### src/rtl/multi_phase_sequencer.sv
// multi_phase_sequencer: N-phase instruction sequencer with stall, restart
// and a completed-instruction counter. Phase enables are a one-hot decode of
// the phase register; instr_done flags the cycles in which the counter bumps.
module multi_phase_sequencer #(
  parameter  int unsigned NUM_PHASES = 5,
  parameter  int unsigned CNT_W      = 16,
  localparam int unsigned IDX_W      = $clog2(NUM_PHASES)
) (
  input  logic                  CLK,
  input  logic                  RST,
  input  logic                  stall,
  input  logic                  restart,
  output logic [NUM_PHASES-1:0] Phases,
  output logic [IDX_W-1:0]      phase_idx,
  output logic                  instr_done,
  output logic [CNT_W-1:0]      instr_count
);

  localparam logic [IDX_W-1:0] LAST_IDX = IDX_W'(NUM_PHASES - 1);

  logic [IDX_W-1:0] cur_q, cur_d;
  logic [CNT_W-1:0] cnt_q, cnt_d;
  logic             cur_legal;
  logic             at_last;

  // Next phase and counter: stall beats restart, restart beats normal advance.
  always_comb begin
    cur_d     = cur_q;
    cnt_d     = cnt_q;
    cur_legal = ({1'b0, cur_q} < (IDX_W + 1)'(NUM_PHASES));
    at_last   = (cur_q == LAST_IDX);
    if (!cur_legal) begin
      // spare encodings fall back to phase 0
      cur_d = '0;
    end else if (!stall) begin
      if (restart) begin
        cur_d = '0;
      end else if (at_last) begin
        cur_d = '0;
        cnt_d = cnt_q + CNT_W'(1);
      end else begin
        cur_d = cur_q + IDX_W'(1);
      end
    end
  end

  // Completion pulse: high exactly when the counter increments at this edge.
  always_comb begin
    instr_done = at_last & cur_legal & ~stall & ~restart & ~RST;
  end

  // One-hot phase decode and binary index of the phase register.
  always_comb begin
    Phases = '0;
    for (int unsigned k = 0; k < NUM_PHASES; k++) begin
      Phases[k] = (cur_q == IDX_W'(k));
    end
    phase_idx   = cur_q;
    instr_count = cnt_q;
  end

  // Phase and counter registers with synchronous reset.
  always_ff @(posedge CLK) begin
    if (RST) begin
      cur_q <= '0;
      cnt_q <= '0;
    end else begin
      cur_q <= cur_d;
      cnt_q <= cnt_d;
    end
  end

endmodule
### config.mk
export PLATFORM = sky130hd
export DESIGN_NAME = multi_phase_sequencer
export DESIGN_NICKNAME = d
export VERILOG_FILES = /design/src/rtl/multi_phase_sequencer.sv
export SDC_FILE = /design/constraint.sdc
export NUM_CORES = 1
export LEC_CHECK = 0
export CORE_MARGIN = 1
export CORE_UTILIZATION = 46
export DETAILED_ROUTE_END_ITERATION = 12
export PLACE_DENSITY_LB_ADDON = 0.3
export SLEW_MARGIN = 5
export SYNTH_ARGS = -nofsm -noshare
export SYNTH_HDL_FRONTEND = slang
export SYNTH_SLANG_ARGS = --single-unit
export TNS_END_PERCENT = 20
### constraint.sdc
create_clock -name CLK -period 2.1 [get_ports CLK]
set_clock_uncertainty 0.2 [all_clocks]
set_input_delay 0.42 -clock CLK [delete_from_list [all_inputs] [get_ports CLK]]
set_output_delay 0.42 -clock CLK [all_outputs]
set_load 0.005 [all_outputs]
==> out/metrics.csv <==
metric,value,unit
worstHoldPathType,reg -> reg,
endpoint_kind,output port,
timing.slew.headroom,83.3,%
synth_compound_area_share,6.63,%
vias_per_cell,5.24,
cts_tree,built,
firstDrtPassIters,4,
power.switching,140,uW
final_util,71.5,%
grt_max_degree,20,
combPwrFrac,8.7,%
rsz0062_at_grt,true,
yosys-top-cells-area,"dfxtp_1 (37%), xor2_1 (7.7%), ha_1 (7.4%)",
intPower,461,uW
fin_area,1450,um2
synth_common_cells,"dfxtp_1 (19), nor2_1 (16), xor2_1 (9)",
insertion_delay,0.30,ns
cp-start-kind,flop,
die_y,49.1,um
power.density,415,nW/um2
grt_pass1_vias,843,
drt_wl_total,2150,um
synth_top_area_share,37.3,%
r2r_start,phase_idx[1],
muxShareOfSynthArea,2.21,%
status,finished clean,
cap_violations,0,
required,1.48,ns
p_total,601,uW
cts_hold_buf,0,
drive_above_1_share,23.4,%
drtIter0Drc,25,
worst_ep_arrival_time,1.41,ns
worst_ir_drop_vdd,0.350,mV
setup_slack,0.0691,ns
min_period,2.03,ns
pwr-share-seq,60.5,%
postSynthCellCount,112,
min_from,instr_count[13],
place_congestion,0.762,
synth_xor_area_share,7.73,%
syn_avg_cell_area,9.10,um2
clockRootBuffer,clkbuf_4,
syn_area,1020,um2
detail-route-antenna-nets,0,
synth_nets,122,
yosysSeqAreaShare,37.3,%
wl_per_cell,11.9,um
crit_fanout,4,
grt_pass1_wl,3570,um
swShare,23.3,%
clk_pin_slew,0.11,ns
antenna_found_initial,0,
synth_cell_types,33,
place_hpwl,1610,um
hold_viol_final,0,
r2r_cells,8,
portBuffers,28,
synth-simple-area-share,33.5,%
async_flop_share,0,%
area_growth,41.8,%
cts_inserted_buffers,3,
rows,16,
p_leak,0.588,nW
setup_tns,0,ns
startpoint,phase_idx[1],
ys_ff_latch,19,
setup-violations-final,0,
dpl_cell_area,1400,um2
antenna_cells,0,
max_freq,492,MHz
die_x,49.1,um
core,2020,um2
die_area,2410,um2
clock_sinks,19,
grt.overflow.total,0,
p_clk_share,30.8,%
crit_type,reg -> out,
grt_use_total,18.8,%
initial_utilization,50.4,%
pre_cts_slack,-0.218,ns
yosysMostFrequentCell,dfxtp_1,
final_nets,165,
cts-htree-levels,1,
drc,0,
synth_adder_area_share,7.36,%
io_pins,29,
hold_depth,2,
vias,949,
synth_ff_type,dfxtp_1,
cts_buffer_depth,2,
maxSlewViolCount,0,
finalCritPeriodShare,96.7,%
worst_pin_slew,0.248,ns
synth_top_family_by_area,simple AND/OR/NAND/NOR gates,
synth_edf_count,0,
synth_top_area_cell,dfxtp_1,
synth_warnings,0,
==> worst max-delay path, cell delays in order (launching register included) <==
cell,delay [ns]
dfxtp_2,0.37
inv_2,0.06
ha_4,0.15
buf_4,0.13
and2_4,0.16
dlygate4sd2_1,0.25
==> power groups by stage <==
stage / logic, mW / registers (mW) / clock network [mW]
final: 0.0525 / 0.363 / 0.185
after detailed placement: 0.0518 / 0.371 / 0
after CTS: 0.0505 / 0.363 / 0.191
after global routing: 0.0576 / 0.364 / 0.210
after floorplan: 0.0185 / 0.372 / 0
after global placement: 0.0501 / 0.371 / 0
==> kinds of logic (layout without fill, tap and decap cells) <==
kind of cell	count (synthesis)	after routing
simple gates	54	54
flops	19	19
compound gates	13	13
xor+xnor	9	9
buf+inv	9	51
fa+ha+maj	6	6
mux	2	2
==> through the flow <==
step | instances | hold WS, ns
after floorplan | 112 | 0.277
after global placement | 177 | 0.280
after detailed placement | 177 | 0.304
after CTS | 181 | 0.323
after global routing | 181 | 0.350
final | 181 | 0.314
==> final timing paths <==
check / slack, ns / endpoint
max: 0.07 / Phases[4]
min: 0.31 / instr_count[13]
max reg2reg: 0.09 / instr_count[11]
min reg2reg: 0.31 / instr_count[13]
==> registers in the layout, summed over array words and instances (netlist names) <==
signal and count:
phase_idx 3, instr_count 16
==> cell type report <==
cell class                      count  area, um2
Tap cell                           27       33.8
Inverter                            5       18.8
Sequential cell                    19        383
Clock inverter                      1       5.00
Timing Repair Buffer               42        375
Multi-Input combinational cell     84        608
Fill cell                         176        576
Clock buffer                        3       22.5
==> repair_timing <==
action	CTS	global route
setup endpoints to repair	6	7
buffers inserted	0	0
pin swaps	0	2
resized for setup	12	6
==> routing by layer <==
metal	global-route usage, %	vias up	part of all wire, %
met5	0	-	0
met2	31.7	19	46
li1	-	472	-
met4	7.35	0	0.98
met3	2.80	4	3.6
met1	23.9	454	49
==> cells in the final DEF, fill, tap and decap left out, types with 2 or more instances in the layout <==
cell | netlist | final
or3_1 | 4 | 4
nand2_1 | 5 | 5
nor4_1 | 2 | 2
buf_4 | 1 | 14
inv_1 | 5 | 3
inv_2 | 0 | 2
nor2_1 | 16 | 16
xor2_1 | 9 | 9
and3_1 | 2 | 2
and2b_2 | 3 | 3
o21ai_0 | 5 | 5
nand4_1 | 4 | 4
nand3_1 | 5 | 5
ha_1 | 6 | 5
a21oi_1 | 7 | 7
clkdlybuf4s50_1 | 0 | 22
dfxtp_2 | 0 | 2
clkbuf_4 | 0 | 3
dlygate4sd2_1 | 0 | 4
dfxtp_1 | 19 | 17
Power figures use the tool's default switching activity.
